<file path="config.mk">
export PLATFORM = sky130hd
export DESIGN_NAME = mux_scan_sel_flat
export DESIGN_NICKNAME = d
export VERILOG_FILES = /design/src/rtl/mux_scan_sel_pkg.sv /design/src/rtl/mux_scan_sel_if.sv /design/src/rtl/mux_scan_sel_prescaler.sv /design/src/rtl/mux_scan_sel.sv /design/src/flat_wrapper.sv
export SDC_FILE = /design/constraint.sdc
export NUM_CORES = 1
export LEC_CHECK = 0
export ABC_CLOCK_PERIOD_IN_PS = 4200
export CAP_MARGIN = 10
export CELL_PAD_IN_SITES_DETAIL_PLACEMENT = 1
export CELL_PAD_IN_SITES_GLOBAL_PLACEMENT = 2
export CORE_MARGIN = 4
export CORE_UTILIZATION = 34
export DETAILED_ROUTE_END_ITERATION = 16
export PLACE_DENSITY = 0.85
export SLEW_MARGIN = 30
export SYNTH_ARGS = -nofsm -noshare
export SYNTH_HDL_FRONTEND = slang
export SYNTH_SLANG_ARGS = --single-unit
</file>
<file path="constraint.sdc">
create_clock -name clk -period 4.2 [get_ports clk]
set_input_delay 0.84 -clock clk [delete_from_list [all_inputs] [get_ports clk]]
set_output_delay 0.84 -clock clk [all_outputs]
set_load 0.03 [all_outputs]
</file>
<file path="src/rtl/mux_scan_sel_pkg.sv">
// Shared types and helpers for the N-channel scanning word selector.
package mux_scan_pkg;

    // Effective operating mode, decoded each cycle from hold/auto_en.
    typedef enum logic [1:0] {
        MODE_MANUAL = 2'd0,
        MODE_AUTO   = 2'd1,
        MODE_HOLD   = 2'd2
    } mode_t;

    // Channel index width; a single channel still needs one bit.
    function automatic int sel_w(input int channels);
        return (channels > 1) ? $clog2(channels) : 1;
    endfunction

endpackage

</file>
<file path="src/rtl/mux_scan_sel_if.sv">
// Data/control bundle between a board top (master) and the selector (slave).
interface mux_scan_sel_if
    import mux_scan_pkg::*;
#(
    parameter int WIDTH    = 4,
    parameter int CHANNELS = 4
) ();
    localparam int SEL_W = sel_w(CHANNELS);

    logic [CHANNELS*WIDTH-1:0] data_in;
    logic [SEL_W-1:0]          sel_in;
    logic                      auto_en;
    logic                      hold;
    logic [WIDTH-1:0]          data_out;
    logic [SEL_W-1:0]          ch_out;
    logic                      ch_change;

    modport master (
        output data_in, sel_in, auto_en, hold,
        input  data_out, ch_out, ch_change
    );

    modport slave (
        input  data_in, sel_in, auto_en, hold,
        output data_out, ch_out, ch_change
    );
endinterface

</file>
<file path="src/rtl/mux_scan_sel_prescaler.sv">
// Free-running divider that flags the last count of every TICK_DIV-edge period.
module tick_prescaler #(
    parameter int TICK_DIV = 50_000_000
) (
    input  logic clk,
    input  logic rst,
    input  logic clr,
    input  logic en,
    output logic tick
);
    localparam int            CW   = $clog2(TICK_DIV + 1);
    localparam logic [CW-1:0] LAST = CW'(TICK_DIV - 1);

    logic [CW-1:0] r_cnt;
    logic          w_last;

    assign w_last = (r_cnt == LAST);
    // A clear on the same edge suppresses the tick so a restart never advances.
    assign tick   = en && !clr && w_last;

    // Count while enabled, wrap on the last value; clear wins over enable.
    always_ff @(posedge clk) begin
        if (rst) begin
            r_cnt <= '0;
        end else if (clr) begin
            r_cnt <= '0;
        end else if (en) begin
            r_cnt <= w_last ? '0 : r_cnt + 1'b1;
        end
    end
endmodule

</file>
<file path="src/rtl/mux_scan_sel.sv">
// Registered N:1 word selector with manual select, timed auto-scan and hold.
module mux_scan_sel
    import mux_scan_pkg::*;
#(
    parameter int WIDTH    = 4,
    parameter int CHANNELS = 4,
    parameter int TICK_DIV = 50_000_000
) (
    input logic           clk,
    input logic           rst,
    mux_scan_sel_if.slave bus
);
    localparam int             SEL_W   = sel_w(CHANNELS);
    localparam logic [SEL_W-1:0] LAST_CH = SEL_W'(CHANNELS - 1);

    logic [CHANNELS-1:0][WIDTH-1:0] w_words;
    mode_t                          w_mode;
    mode_t                          r_state;
    logic                           w_entry;
    logic                           w_tick;
    logic [SEL_W-1:0]               w_ch_next;
    logic [SEL_W-1:0]               r_ch;
    logic [WIDTH-1:0]               r_data;
    logic                           r_chg;

    assign w_words = bus.data_in;

    // Hold overrides auto, auto overrides manual.
    always_comb begin
        w_mode = MODE_MANUAL;
        if (bus.hold)         w_mode = MODE_HOLD;
        else if (bus.auto_en) w_mode = MODE_AUTO;
    end

    // Any cycle entering AUTO restarts the scan period.
    assign w_entry = (w_mode == MODE_AUTO) && (r_state != MODE_AUTO);

    tick_prescaler #(.TICK_DIV(TICK_DIV)) u_presc (
        .clk  (clk),
        .rst  (rst),
        .clr  (w_entry),
        .en   (w_mode == MODE_AUTO),
        .tick (w_tick)
    );

    // Next channel: valid manual request, or round-robin step on a tick.
    always_comb begin
        w_ch_next = r_ch;
        case (w_mode)
            MODE_MANUAL: if (int'(bus.sel_in) < CHANNELS) w_ch_next = bus.sel_in;
            MODE_AUTO:   if (w_tick) w_ch_next = (r_ch == LAST_CH) ? '0 : r_ch + 1'b1;
            default:     w_ch_next = r_ch;
        endcase
    end

    // Output registers: channel, live word and change strobe move together.
    always_ff @(posedge clk) begin
        if (rst) begin
            r_state <= MODE_MANUAL;
            r_ch    <= '0;
            r_data  <= '0;
            r_chg   <= 1'b0;
        end else begin
            r_state <= w_mode;
            if (w_mode != MODE_HOLD) begin
                r_ch   <= w_ch_next;
                r_data <= w_words[w_ch_next];
                r_chg  <= (w_ch_next != r_ch);
            end else begin
                r_chg  <= 1'b0;
            end
        end
    end

    assign bus.data_out  = r_data;
    assign bus.ch_out    = r_ch;
    assign bus.ch_change = r_chg;
endmodule

</file>
<file path="src/flat_wrapper.sv">
// flat-port wrapper written by rule: the top's interface ports become plain ports
module mux_scan_sel_flat import mux_scan_pkg::*;
#(
    parameter int WIDTH    = 4,
    parameter int CHANNELS = 4,
    parameter int TICK_DIV = 50_000_000
)
  (clk, rst, bus_data_in, bus_sel_in, bus_auto_en, bus_hold, bus_data_out, bus_ch_out, bus_ch_change);
  mux_scan_sel_if #(.WIDTH(WIDTH), .CHANNELS(CHANNELS)) bus_i ();
  input logic clk;
  input logic rst;
  input wire logic [$bits(bus_i.data_in)-1:0] bus_data_in;
  input wire logic [$bits(bus_i.sel_in)-1:0] bus_sel_in;
  input wire logic [$bits(bus_i.auto_en)-1:0] bus_auto_en;
  input wire logic [$bits(bus_i.hold)-1:0] bus_hold;
  output wire logic [$bits(bus_i.data_out)-1:0] bus_data_out;
  output wire logic [$bits(bus_i.ch_out)-1:0] bus_ch_out;
  output wire logic [$bits(bus_i.ch_change)-1:0] bus_ch_change;
  assign bus_i.data_in = bus_data_in;
  assign bus_i.sel_in = bus_sel_in;
  assign bus_i.auto_en = bus_auto_en;
  assign bus_i.hold = bus_hold;
  assign bus_data_out = bus_i.data_out;
  assign bus_ch_out = bus_i.ch_out;
  assign bus_ch_change = bus_i.ch_change;
  mux_scan_sel #(.WIDTH(WIDTH), .CHANNELS(CHANNELS), .TICK_DIV(TICK_DIV)) u_core (.clk(clk), .rst(rst), .bus(bus_i));
endmodule
</file>
==> results of run 1 <==
## cell type report
class | count | area [µm²]
flip-flops and latches | 35 | 701
clock inverters | 3 | 67.6
clock buffers | 5 | 68.8
multi-input cells | 163 | 1040
well taps | 70 | 87.6
repair buffers | 30 | 308
inverters | 5 | 18.8
fillers | 623 | 2790
## cell usage in the layout (no fill, tap or decap), types with 2 or more instances in the layout
cell	netlist	routed
dfxtp_1	35	35
nor2_1	30	30
clkdlybuf4s50_1	0	28
nand2_1	16	16
xor2_1	11	11
xnor2_1	10	10
a21oi_1	9	9
nand4_1	8	8
or3_1	8	8
mux2i_1	8	8
o21ai_0	7	7
nor3_1	6	6
inv_1	5	5
nand3_1	5	5
clkbuf_8	0	5
nor4_1	4	4
nand3b_1	4	4
o221ai_1	4	4
nor2b_1	3	3
and4b_1	2	2
and4_1	2	2
and3_1	2	2
nor4bb_1	2	2
or2_2	2	2
or4_1	2	2
o21a_1	2	2
ha_1	2	2
bufinv_16	0	2
## logic make-up after synthesis
logic type | Yosys count | synth area share (%)
and+or+nand+nor | 103 | 31.3
DFF | 35 | 39.4
AOI/OAI and AO/OA | 29 | 10.5
xor gates and xnor gates | 21 | 10.3
buffers and inverters | 11 | 2.60
muxes | 8 | 4.50
adders and majority gates | 2 | 1.41
## critical path: stages
cell	delay (ps)
clkdlybuf4s50_1	660
nand4b_1	130
or4_1	560
o21ai_0	240
o211a_1	440
mux2i_1	240
o221ai_1	140
## per-stage QoR
| stage | setup slack, ps | total power, mW | cells | hold WS [ps] |
|---|---|---|---|---|
| final | 1100 | 0.797 | 311 | 490 |
| after global routing | 808 | 0.831 | 311 | 512 |
| after CTS | 1070 | 0.811 | 311 | 497 |
| after detailed placement | 736 | 0.439 | 303 | 486 |
| after global placement | 760 | 0.438 | 303 | 467 |
| after floorplan | 1640 | 0.395 | 209 | 454 |
## final timing paths
path / start / endpoint / slack [ps] / cells past startpoint
min reg2reg: u_core.u_presc.r_cnt[1] / u_core.u_presc.r_cnt[1] / 490 / 2
max reg2reg: u_core.u_presc.r_cnt[12] / u_core.bus.data_out[1] / 1720 / 6
min: u_core.u_presc.r_cnt[1] / u_core.u_presc.r_cnt[1] / 490 / 2
max: bus_auto_en / u_core.bus.data_out[1] / 1100 / 7
## power breakdown
group	total, mW	switching [mW]	internal, mW
clock	0.366	0.130	0.237
combinational	0.0864	0.0416	0.0447
sequential	0.344	0.00527	0.338
## registers in the layout, indices dropped and copies added (netlist names)
signal                count
u_core.bus.data_out       4
u_core.bus.ch_out         2
u_core.bus.ch_change      1
u_core.u_presc.r_cnt     26
u_core.r_state            2
## layer usage
metal	vias to the layer above	GRT usage (%)	share of wire, %
met5	-	0	0
met4	0	5.57	1.5
met3	7	3.92	3.6
met2	27	24.7	48
met1	802	18.4	47
li1	808	-	-
==> results.yml, run 1 <==
grt:
  grt_max_degree: 22
  grt_usage_pct: 14.9
  grt_pass1_wl_um: 7550
  grt.overflow.total: 0
  grt_pass1_vias: 1642
  antenna_found_initial: 0
clock_network:
  cts-buffers-inserted: 5
  clkTransAtPathRegs_ps: 80
  htreeDepth: 2
  hold_buffers: 0
  cts_buffer_depth: 2
  cts_tree: "built"
  postCtsResizedCells: 0
  cts_sinks: 35
  cts_setup_buffers: 0
  clockRootBuffer: "clkbuf_8"
  clkLatencyLatePin_ps: 290
synthesis:
  synthesis.nets: 233
  yosys-top-cells-count: "dfxtp_1 (35), nor2_1 (30), nand2_1 (16)"
  ys_seq_area_share_pct: 39.4
  synth_area_leaders: "dfxtp_1 (39%), nor2_1 (6.3%), xor2_1 (5.4%), xnor2_1 (4.9%), mux2i_1 (4.5%)"
  syn_avg_cell_area_um2: 8.51
  async_flop_share_pct: 0
  postSynthRegisterBits: 35
  synth_top_area_cell: "dfxtp_1"
  syn_area_um2: 1780
  synth_most_common_cell: "dfxtp_1"
  synth_enable_flop_cells: 0
  netlist_instances: 209
  ys_warn_count: 0
  synthFlopType: "dfxtp_1"
  synth_top_area_share_pct: 39.4
  synth_cell_types: 42
drt:
  ant_nets: 0
  first_pass_iters: 4
  wirelength_um: 4440
  drt_iter0_drc: 75
  via_per_inst: 5.29
  drc: 0
  wl_per_cell_um: 14.3
  via_count: 1644
status:
  status: "finished, final reports clean"
timing:
  setup_tns_ps: 0
  fmax_mhz: 322
  rsz0062_at_grt: "no"
  fin_crit_ps: 3100
  finalHoldViolations: 0
  worst_pin_slew_ps: 625
  skew_ps: 8.65
  slew_headroom_pct: 58.1
  setup_viol: 0
  fin_crit_sh_pct: 73.8
  slew_violations: 0
worst_setup_path:
  start_kind: "primary input"
  crit_type: "primary input to flop"
  critPathCaptureType: "flop"
  crit_arrival_ps: 3250
  cp.required_ps: 4350
  critical_path.max_fanout: 9
placed_design:
  place.gp.congestion: 0.768
  port_buffers: 28
  post-dp-hpwl_um: 3270
  placed_area_um2: 2150
finish:
  syn2layout_area_growth_pct: 28.6
  nets: 264
  drive_gt1_share_pct: 6.64
  final_util_pct: 45.1
  stdcell_area_um2: 2290
  diodes: 0
floorplan:
  pin_count: 29
  dieArea_um2: 6450
  die_width_um: 80.3
  core-area_um2: 5070
  die_y_um: 80.3
  rows: 26
  initial_utilization_pct: 35.1
power_and_ir_drop:
  power.density_cell_area_nw_per_um2: 348
  leakagePower_nw: 0.748
  ir_drop_mv: 0.120
hold_path:
  worstHoldPathType: "flop to flop"
flow_run:
  cap_viol_max_count: 0
No activity file was read; power rests on OpenSTA's default activity.
==> run 2: changes to the inputs <==
--- a/config.mk
+++ b/config.mk
@@ -5,14 +5,14 @@
 export SDC_FILE = /design/constraint.sdc
 export NUM_CORES = 1
 export LEC_CHECK = 0
-export ABC_CLOCK_PERIOD_IN_PS = 4200
+export ABC_CLOCK_PERIOD_IN_PS = 3200
 export CAP_MARGIN = 10
 export CELL_PAD_IN_SITES_DETAIL_PLACEMENT = 1
 export CELL_PAD_IN_SITES_GLOBAL_PLACEMENT = 2
 export CORE_MARGIN = 4
-export CORE_UTILIZATION = 34
+export CORE_UTILIZATION = 31
 export DETAILED_ROUTE_END_ITERATION = 16
-export PLACE_DENSITY = 0.85
+export PLACE_DENSITY = 0.79
 export SLEW_MARGIN = 30
 export SYNTH_ARGS = -nofsm -noshare
 export SYNTH_HDL_FRONTEND = slang
==> constraint.sdc (replaced) <==
create_clock -name clk -period 3.2 [get_ports clk]
set_input_delay 0.64 -clock clk [delete_from_list [all_inputs] [get_ports clk]]
set_output_delay 0.64 -clock clk [all_outputs]
set_load 0.03 [all_outputs]
==> run 2 against run 1 <==
  * Largest cell class unchanged
  * Highest routed layer unchanged
  * Register-to-register slack worse by 1000 ps
  * Final cell count is 2.3% higher
  * Hold slack worse by 9.3 ps
  * Critical endpoint unchanged
  * Largest power group unchanged
==> results.yml, run 2 (synthesized netlist as in run 1, its figures left out) <==
status:
  status: "finished, final reports clean"
hold_path:
  min-delay-start: "u_core.u_presc.r_cnt[1]"
  worstHoldPathType: "flop to flop"
worst_setup_path:
  cp-startpoint: "bus_hold"
  critPathCaptureType: "flop"
  cp.required_ps: 3360
  path_cells: "clkdlybuf4s50_1 > nand4b_1 > or4_1 > o21ai_0 > o211a_1 > mux2i_1 > o221ai_1"
  cp_top_family: "compound AO/OA/AOI/OAI gates"
  crit_arrival_ps: 3010
  start_kind: "primary input"
  crit_type: "primary input to flop"
  critPathBufInv: 1
  slowest_stage: "or4_1"
  max_stage_delay_ps: 540
  r2r_start: "u_core.u_presc.r_cnt[0]"
  critical_path.max_fanout: 9
clock_network:
  postCtsResizedCells: 0
  htreeDepth: 2
  clkLatencyLatePin_ps: 290
  clkTransAtPathRegs_ps: 70
  cts_buffer_depth: 2
  hold_buffers: 0
  cts-buffers-inserted: 5
  cts_sinks: 35
  cts_setup_buffers: 0
  cts_tree: "built"
  clockRootBuffer: "clkbuf_8"
grt:
  antenna_found_initial: 0
  grt.overflow.total: 0
  grt_max_degree: 13
  grt_usage_pct: 13.5
  grt_pass1_wl_um: 7800
  grt_pass1_vias: 1640
finish:
  num-fill-cells: 676
  layout_common_cells: "dfxtp_1 (35), nor2_1 (30), clkdlybuf4s50_1 (28), nand2_1 (16), xor2_1 (11)"
  nets: 269
  syn2layout_area_growth_pct: 30.9
  final_util_pct: 42.0
  top_register: "u_core.u_presc.r_cnt"
  layout_commonest_cell: "dfxtp_1"
  largest_register_ffs: 26
  diodes: 0
  drive_gt1_share_pct: 8.13
  stdcell_area_um2: 2330
drt:
  ant_nets: 0
  first_pass_iters: 4
  met2WireLength_um: 2050
  wl_per_cell_um: 14.1
  wl_met3_um: 149
  via_count: 1636
  drt-met1-wl_um: 2200
  drt_iter0_drc: 36
  via_per_inst: 5.14
  highest_layer: "met4"
  drc: 0
  wirelength_um: 4470
timing:
  slew_violations: 0
  fin_crit_sh_pct: 89.3
  whs_ps: 481
  rsz0062_at_grt: "no"
  fmax_mhz: 350
  slew_headroom_pct: 67.3
  worst_pin_slew_ps: 486
  setup_viol: 0
  finalHoldViolations: 0
  skew_ps: 5.89
  fin_crit_ps: 2860
  setup_tns_ps: 0
  fin_ws_ps: 343
power_and_ir_drop:
  power.density_cell_area_nw_per_um2: 447
  leakagePower_nw: 0.771
  ir_drop_mv: 0.206
floorplan:
  core-area_um2: 5540
  pin_count: 29
  rows: 27
  die_y_um: 83.8
  dieArea_um2: 7020
  initial_utilization_pct: 32.1
  die_width_um: 83.8
flow_run:
  cap_viol_max_count: 0
placed_design:
  post-dp-hpwl_um: 3480
  placed_area_um2: 2200
  dp_slack_ps: 28.7
  place.gp.congestion: 0.783
  port_buffers: 28
-- run 2: cell count changes in the layout (fill, tap and decap cells not counted), sizes merged --
cell,delta
buf,+5
clkbuf,+1
clkinvlp,-1
-- run 2: routing by layer --
metal  up-vias  global-route usage (%)
met4         0                    4.39
met2        33                    21.4
met1       772                    18.2
met5         -                       0
met3         6                    2.96
li1        825                       -
-- run 2: power breakdown --
| part | leakage (nW) | switching (mW) | internal, mW | total (mW) |
|---|---|---|---|---|
| Clock | 0.0654 | 0.162 | 0.311 | 0.474 |
| Combinational | 0.422 | 0.0551 | 0.0607 | 0.116 |
| Sequential | 0.284 | 0.00691 | 0.444 | 0.451 |
| Total | 0.771 | 0.224 | 0.817 | 1.04 |
-- run 2: through the flow --
step | cells | total power, mW
2_1_floorplan | 209 | 0.519
3_3_place_gp | 308 | 0.575
3_5_place_dp | 310 | 0.578
4_1_cts | 318 | 1.06
5_1_grt | 318 | 1.09
6_report | 318 | 1.04
-- run 2: path summary, 6_finish.rpt --
check,endpoint,depth (start not counted),slack [ps]
max reg2reg,u_core.bus.data_out[1],7,720
min,u_core.u_presc.r_cnt[1],2,480
min reg2reg,u_core.u_presc.r_cnt[1],2,480
max,u_core.bus.data_out[1],7,340
-- run 2: cell type report --
type / count / area, µm² / share of cell area (%)
Timing Repair Buffer: 35 / 340 / 14.6
Multi-Input combinational cell: 163 / 1050 / 44.9
Clock buffer: 6 / 72.6 / 3.12
Clock inverter: 2 / 60.1 / 2.58
Inverter: 5 / 18.8 / 0.806
Sequential cell: 35 / 701 / 30.1
Tap cell: 72 / 90.1 / 3.87
-- run 2: tightest hold or removal path, cell delays in order, from the launching register on --
cell and delay [ps]:
dfxtp_1 330, nand2_1 60, a21oi_1 50
